--- src/rtl/alu_seq.sv ---
// alu_seq: registered, handshaked ALU with eight operations
// (add, sub, and, or, xor, shl, sar, multi-cycle unsigned mul) and
// four status flags, holding one operation in flight at a time.
//
// Ports:
//   clk, reset          rising-edge clock, synchronous active-high reset
//   in_valid/in_ready   issue handshake for src_a, src_b, ALU_Control
//   src_a, src_b        operands; low $clog2(WIDTH) bits of src_b = shift amount
//   ALU_Control         000 add, 001 sub, 010 and, 011 or, 100 xor,
//                       101 shl, 110 sar, 111 mul
//   out_valid/out_ready result handshake
//   ALU_out             registered result
//   zero/carry/sign/overflow_flag  registered flags, loaded with ALU_out
//
// State table:
//   IDLE | accepting ops; non-mul results are registered at the accept edge
//   MUL  | iterating shift-add multiply, one step per cycle

module alu_seq #(
    parameter int WIDTH = 8
) (
    input  logic             clk,
    input  logic             reset,
    input  logic             in_valid,
    output logic             in_ready,
    input  logic [WIDTH-1:0] src_a,
    input  logic [WIDTH-1:0] src_b,
    input  logic [2:0]       ALU_Control,
    output logic             out_valid,
    input  logic             out_ready,
    output logic [WIDTH-1:0] ALU_out,
    output logic             zero_flag,
    output logic             carry_flag,
    output logic             sign_flag,
    output logic             overflow_flag
);

    localparam int SW = $clog2(WIDTH);
    localparam int CW = $clog2(WIDTH + 1);

    localparam logic [2:0] OP_ADD = 3'b000;
    localparam logic [2:0] OP_SUB = 3'b001;
    localparam logic [2:0] OP_AND = 3'b010;
    localparam logic [2:0] OP_OR  = 3'b011;
    localparam logic [2:0] OP_XOR = 3'b100;
    localparam logic [2:0] OP_SHL = 3'b101;
    localparam logic [2:0] OP_SAR = 3'b110;
    localparam logic [2:0] OP_MUL = 3'b111;

    typedef enum logic {
        IDLE,
        MUL
    } state_t;

    state_t               state_q;
    logic                 out_valid_q;
    logic [WIDTH-1:0]     alu_out_q;
    logic                 zero_q;
    logic                 carry_q;
    logic                 sign_q;
    logic                 ovf_q;

    logic [2*WIDTH-1:0]   mcand_q;
    logic [WIDTH-1:0]     mplier_q;
    logic [2*WIDTH-1:0]   acc_q;
    logic [CW-1:0]        cnt_q;

    logic                 accept;
    logic [SW-1:0]        shamt;
    logic [WIDTH:0]       add_ext;
    logic [WIDTH:0]       sub_ext;
    logic [WIDTH:0]       shl_ext;
    logic [WIDTH:0]       sar_ext;
    logic [WIDTH-1:0]     res_d;
    logic                 carry_d;
    logic                 ovf_d;
    logic [2*WIDTH-1:0]   acc_d;

    assign in_ready = (state_q == IDLE) && (!out_valid_q || out_ready) && !reset;
    assign accept   = in_valid && in_ready;

    assign out_valid     = out_valid_q;
    assign ALU_out       = alu_out_q;
    assign zero_flag     = zero_q;
    assign carry_flag    = carry_q;
    assign sign_flag     = sign_q;
    assign overflow_flag = ovf_q;

    assign shamt = src_b[SW-1:0];

    // Shifts carry one extra bit: for shl the bit above the MSB, for sar the
    // bit below the LSB. That extra bit is the last bit shifted out, and is
    // naturally 0 when the shift amount is 0.
    always_comb begin
        add_ext = {1'b0, src_a} + {1'b0, src_b};
        sub_ext = {1'b0, src_a} - {1'b0, src_b};
        shl_ext = {1'b0, src_a} << shamt;
        sar_ext = $signed({src_a, 1'b0}) >>> shamt;
        res_d   = '0;
        carry_d = 1'b0;
        ovf_d   = 1'b0;
        case (ALU_Control)
            OP_ADD: begin
                res_d   = add_ext[WIDTH-1:0];
                carry_d = add_ext[WIDTH];
                ovf_d   = (src_a[WIDTH-1] == src_b[WIDTH-1]) &&
                          (add_ext[WIDTH-1] != src_a[WIDTH-1]);
            end
            OP_SUB: begin
                res_d   = sub_ext[WIDTH-1:0];
                carry_d = sub_ext[WIDTH];
                ovf_d   = (src_a[WIDTH-1] != src_b[WIDTH-1]) &&
                          (sub_ext[WIDTH-1] != src_a[WIDTH-1]);
            end
            OP_AND: res_d = src_a & src_b;
            OP_OR:  res_d = src_a | src_b;
            OP_XOR: res_d = src_a ^ src_b;
            OP_SHL: begin
                res_d   = shl_ext[WIDTH-1:0];
                carry_d = shl_ext[WIDTH];
            end
            OP_SAR: begin
                res_d   = sar_ext[WIDTH:1];
                carry_d = sar_ext[0];
            end
            OP_MUL: res_d = '0;
            default: res_d = '0;
        endcase
    end

    assign acc_d = acc_q + (mplier_q[0] ? mcand_q : '0);

    always_ff @(posedge clk) begin
        if (reset) begin
            state_q     <= IDLE;
            out_valid_q <= 1'b0;
            alu_out_q   <= '0;
            zero_q      <= 1'b0;
            carry_q     <= 1'b0;
            sign_q      <= 1'b0;
            ovf_q       <= 1'b0;
            mcand_q     <= '0;
            mplier_q    <= '0;
            acc_q       <= '0;
            cnt_q       <= '0;
        end else begin
            // Consume first; a load later in this block overrides it.
            if (out_valid_q && out_ready) begin
                out_valid_q <= 1'b0;
            end
            case (state_q)
                IDLE: begin
                    if (accept) begin
                        if (ALU_Control == OP_MUL) begin
                            state_q  <= MUL;
                            mcand_q  <= {{WIDTH{1'b0}}, src_a};
                            mplier_q <= src_b;
                            acc_q    <= '0;
                            cnt_q    <= CW'(WIDTH);
                        end else begin
                            out_valid_q <= 1'b1;
                            alu_out_q   <= res_d;
                            zero_q      <= (res_d == '0);
                            carry_q     <= carry_d;
                            sign_q      <= res_d[WIDTH-1];
                            ovf_q       <= ovf_d;
                        end
                    end
                end
                MUL: begin
                    acc_q    <= acc_d;
                    mcand_q  <= mcand_q << 1;
                    mplier_q <= mplier_q >> 1;
                    cnt_q    <= cnt_q - 1'b1;
                    if (cnt_q == CW'(1)) begin
                        state_q     <= IDLE;
                        out_valid_q <= 1'b1;
                        alu_out_q   <= acc_d[WIDTH-1:0];
                        zero_q      <= (acc_d[WIDTH-1:0] == '0);
                        carry_q     <= |acc_d[2*WIDTH-1:WIDTH];
                        sign_q      <= acc_d[WIDTH-1];
                        ovf_q       <= |acc_d[2*WIDTH-1:WIDTH];
                    end
                end
                default: state_q <= IDLE;
            endcase
        end
    end

endmodule

--- config.mk ---
export PLATFORM = sky130hd
export DESIGN_NAME = alu_seq
export DESIGN_NICKNAME = d
export VERILOG_FILES = /design/src/rtl/alu_seq.sv
export SDC_FILE = /design/constraint.sdc
export NUM_CORES = 1
export LEC_CHECK = 0
export CAP_MARGIN = 10
export CORE_ASPECT_RATIO = 1.5
export CORE_MARGIN = 2
export CORE_UTILIZATION = 35
export CTS_CLUSTER_SIZE = 40
export DETAILED_ROUTE_END_ITERATION = 6
export PLACE_DENSITY = 0.55
export SKIP_CTS_REPAIR_TIMING = 1
export SYNTH_ARGS = -nofsm -noshare
export SYNTH_HDL_FRONTEND = slang
export SYNTH_SLANG_ARGS = --single-unit
export TNS_END_PERCENT = 50
--- constraint.sdc ---
create_clock -name clk -period 2.9 [get_ports clk]
set_input_delay 0.58 -clock clk [delete_from_list [all_inputs] [get_ports clk]]
set_output_delay 0.58 -clock clk [all_outputs]
set_load 0.1 [all_outputs]
# == Yosys cells after proc, flatten, opt, wreduce, memory -nomap -nowiden ==
# Index checks and enable logic that the tools add are counted.
# word_totals
reg_bits,58
inputBits,23
out_inout_bits,14
wordCells,96
# op_classes
add_sub_neg,4
n_eq_ne,16
n_shift,2
n_mux,44
bitwise_logic,4
reduce_logical,15
# ops
cell,n
2-to-1 mux 16 bit,5
case mux 16 bit (2 select lines),2
case mux 8 bit (8 select lines),1
2-to-1 mux 8 bit,5
case mux 8 bit (2 select lines),2
2-to-1 mux 1 bit,18
adder 16 bit,1
logical NOT 8 bit,2
case mux 1 bit (2 select lines),7
"== test 3 bit, second input constant",4
adder 8 x 8 -> 9 bit,1
left shift 8 x 3 -> 9 bit,1
>>> shifter 9 x 3 -> 9 bit,1
subtractor 8 x 8 -> 9 bit,1
bitwise AND 8 bit,1
2-to-1 mux 4 bit,2
bitwise OR 8 bit,1
case mux 4 bit (2 select lines),1
OR reduction 8 bit,1
XOR 8 bit,1
"== test 3 x 2 -> 1 bit, second input constant",2
logical AND 1 bit,6
"== test 4 x 1 -> 1 bit, second input constant",1
"!= test 2 x 1 -> 1 bit, second input constant",2
12 further kinds,16

# == Logic depth before layout (Yosys ltp) ==
# depth
ltp_word,7
depth_mapped,11
ltp_nobuf,10

# == Least setup slack after synthesis ==
# Ideal clock, no wire load.
# synth_timing
path_kind,input to register
from,input port src_b[2]
to,"register alu_out_q[7], in the netlist ALU_out[7]"
t_arrival_ps,2945
t_required_ps,2809
setup_slack_ps,-136
cell_stages,11
cell_sequence,clkbuf_1 -> inv_1 -> ha_1 -> buf_2 -> inv_1 -> a211o_1 -> a2111oi_2 -> or4_4 -> o211ai_2 -> a211o_1 -> a311oi_1
# synth_via
elab_chain_len,5
# synth_lines
item,line,source
start: declaration,27,"input logic [WIDTH-1:0] src_b,"
subtractor 8 x 8 -> 9 bit (tied with other cells),96,"sub_ext = {1'b0, src_a} - {1'b0, src_b};"
case mux 8 bit (8 select lines) (*),102,case (ALU_Control)
2-to-1 mux 8 bit (*),154,if (ALU_Control == OP_MUL) begin
2-to-1 mux 8 bit (*),153,if (accept) begin
case mux 8 bit (2 select lines) (*),151,case (state_q)
end signal: assignment,162,alu_out_q <= res_d;
end signal: assignment,178,alu_out_q <= acc_d[WIDTH-1:0];
end: declaration,57,logic [WIDTH-1:0] alu_out_q;
# Mark *: on every way between the ends. The rest lies on a longest branch, timed or not. The select of a mux whose other input is x is not followed.
# A chain may end at the register's enable or synchronous reset.

# == Worst setup path after layout ==
# layout_timing
from,input port src_a[5]
to,"register zero_q, in the netlist zero_flag"
# layout_via
elab_chain_len,6
# layout_lines
item,line,source
start: declaration,26,"input logic [WIDTH-1:0] src_a,"
subtractor 8 x 8 -> 9 bit (tied with other cells),96,
case mux 8 bit (8 select lines) (*),102,
logical NOT 8 bit (*),163,zero_q <= (res_d == '0);
2-to-1 mux 1 bit (*),154,
2-to-1 mux 1 bit (*),153,
case mux 1 bit (2 select lines) (*),151,
end signal: assignment,163,
end signal: assignment,179,zero_q <= (acc_d[WIDTH-1:0] == '0);
end: declaration,58,logic zero_q;
# Marks and branches as above.

==> flow_summary.json <==
{
  "diodes": 0,
  "powerDensity_nw_per_um2": 383,
  "cap_violations": 0,
  "hold_path.class": "flop to flop",
  "synth-warning-count": 0,
  "crit_type": "input pin to flop",
  "drive_gt1_share_pct": 25.4,
  "end_kind": "flop",
  "drc": 0,
  "antenna_found_initial": 0,
  "area_delta_synth_final_pct": 36.8,
  "crit_chain": "clkdlybuf4s50_1 -> buf_4 -> buf_4 -> mux4_1 -> nor2_1 -> a311oi_1 -> o32ai_2 -> buf_4 -> nor4b_2 -> a32o_2",
  "grt_pass1_vias": 5465,
  "ctsHtreeMaxLevel": 3,
  "rows": 54,
  "period_share_pct": 98.0,
  "gp_routability_congestion": 0.919,
  "grtUsageTotal_pct": 23.4,
  "vias": 5564,
  "post-place-ws_ps": -585,
  "cts_sinks": 57,
  "crit_path_start_kind": "input pin",
  "setup_viol": 0,
  "leakage_nw": 3.09,
  "worstMarginPinSlew_ps": 729,
  "core_um2": 14500,
  "required_ps": 3120,
  "clk_latency_ps": 330,
  "synth-edff-count": 0,
  "design_area_um2": 7030,
  "clock.fmax_mhz": 352,
  "netlist_area_um2": 5140,
  "fillers": 1461,
  "dieArea_um2": 15700,
  "drt_iter0_drc": 265,
  "antenna_left": 0,
  "ys_seq_area_share_pct": 22.2,
  "clockBufferDepth": 2,
  "top_level_ports": 37,
  "synth_cell_type_count": 73,
  "syn_area_per_cell_um2": 7.85,
  "grt_first_pass_wirelength_um": 28300,
  "start_util_pct": 35.5,
  "wl_per_cell_um": 18.5,
  "final_common_cell": "buf_4",
  "final_cell_mix": "139 x buf_4, 60 x a21oi_1, 57 x nor2_1",
  "worst_slack_ps": 58.6,
  "placed_cell_area_um2": 6470,
  "die_y_um": 152,
  "clkSlewWorstSetupHoldPaths_ps": 50,
  "grt_max_degree": 51,
  "ys_async_sr_fraction_pct": 0,
  "cts_buffers": 9,
  "place_hpwl_um": 14400,
  "hold_violations": 0,
  "vias_per_cell": 5.64,
  "fin_tns_setup_ps": 0,
  "cp_slowest_cell": "a311oi_1",
  "drv_slew": 0,
  "cpPeakStageDelay_ps": 620,
  "cts_tree": "done",
  "critPathArrivalTime_ps": 3070,
  "syn_nets": 723,
  "drt-total-wl_um": 18300,
  "critPathMaxFanout": 6,
  "synthCells": 655,
  "cp_common_cell": "buf_4",
  "drtPass1Iterations": 5,
  "synth-main-ff-cell": "dfxtp_1",
  "synth.ff_latch_count": 57,
  "slew_headroom_pct": 51.1,
  "grt_overflow": 0,
  "outcome": "finished, final reports clean",
  "peakVddDrop_uv": 265,
  "finClkSkew_ps": 5.41,
  "finalPower_mw": 2.69,
  "die_w_um": 103,
  "cts_root_buf": "clkbuf_16",
  "io_buffer_count": 36,
  "final_nets": 855,
  "rsz0062_at_grt": "no",
  "min_period_ps": 2840
}
-- synthesized netlist by cell type (10+ instances only) --
library cell | number | area, µm²
ha_1 | 42 | 526
a21o_1 | 11 | 82.6
a211o_1 | 10 | 87.6
clkbuf_1 | 34 | 128
o21ai_0 | 22 | 110
mux2i_1 | 14 | 140
nand2b_1 | 11 | 68.8
nand3_1 | 13 | 65.1
a21oi_1 | 62 | 310
nand2_1 | 49 | 184
a22oi_1 | 17 | 128
nor3_1 | 24 | 120
and2_1 | 22 | 138
nor2_1 | 58 | 218
dfxtp_1 | 57 | 1140
nor3b_1 | 23 | 173
inv_1 | 31 | 116
-- per-layer routing --
| layer | GRT usage, % | routed length (µm) | share of wire, % |
|---|---|---|---|
| met4 | 13.0 | 981 | 5.4 |
| met3 | 2.52 | 530 | 2.9 |
| met2 | 42.6 | 9840 | 54 |
| met1 | 25.3 | 6910 | 38 |
| met5 | 0 | 0 | 0 |
-- flip-flops by register name, summed over array words and instances, names as in the netlist --
signal	cells
ALU_out	8
acc_q	16
carry_flag	1
cnt_q	4
mcand_q	16
mplier_q	8
out_valid	1
overflow_flag	1
state_q	1
zero_flag	1
-- cell type report --
cell class / count / area (µm²) / area share (%)
inverters: 32 / 120 / 1.71
clock inverters: 5 / 80.1 / 1.14
clock buffers: 10 / 239 / 3.40
flip-flops and latches: 57 / 1140 / 16.3
multi-input cells: 520 / 3830 / 54.4
repair buffers: 167 / 1380 / 19.6
well taps: 196 / 245 / 3.49
-- cells by family (layout without fill, tap and decap cells) --
family / count (synthesis) / after routing / synth area share [%]
simple gates: 235 / 235 / 23.7
mux: 25 / 25 / 7.69
fa+ha+maj: 45 / 45 / 11.4
compound gates: 204 / 204 / 27.0
xor+xnor: 11 / 11 / 1.87
buf+inv: 78 / 214 / 6.09
flops: 57 / 57 / 22.2
-- metrics by stage --
step           utilization (%)  hold WS (ps)  std cells
6_report                  48.6           459        987
2_1_floorplan                -           437        655
3_3_place_gp              44.8           446        965
5_1_grt                   48.6           471        987
3_5_place_dp              44.8           451        965
4_1_cts                   47.0           458        980
-- critical path, delay by kind of cell --
| kind | cells | cell delay, ps |
|---|---|---|
| buf+inv | 4 | 950 |
| compound gates | 3 | 1110 |
| simple gates | 2 | 180 |
| mux | 1 | 210 |
-- power by group --
part / leakage (nW) / internal [mW] / switching [mW]
logic: 2.48 / 0.324 / 0.424
registers: 0.462 / 0.800 / 0.0138
clock network: 0.151 / 0.767 / 0.365
-- worst paths after layout --
check	from	to	slack (ps)	depth (start not counted)
setup reg to reg	mplier_q[0]	overflow_flag	140	12
hold / removal	mplier_q[2]	mplier_q[2]	460	2
hold reg to reg	mplier_q[2]	mplier_q[2]	460	2
setup / recovery	src_a[5]	zero_flag	60	10
Power figures use the tool's default switching activity.
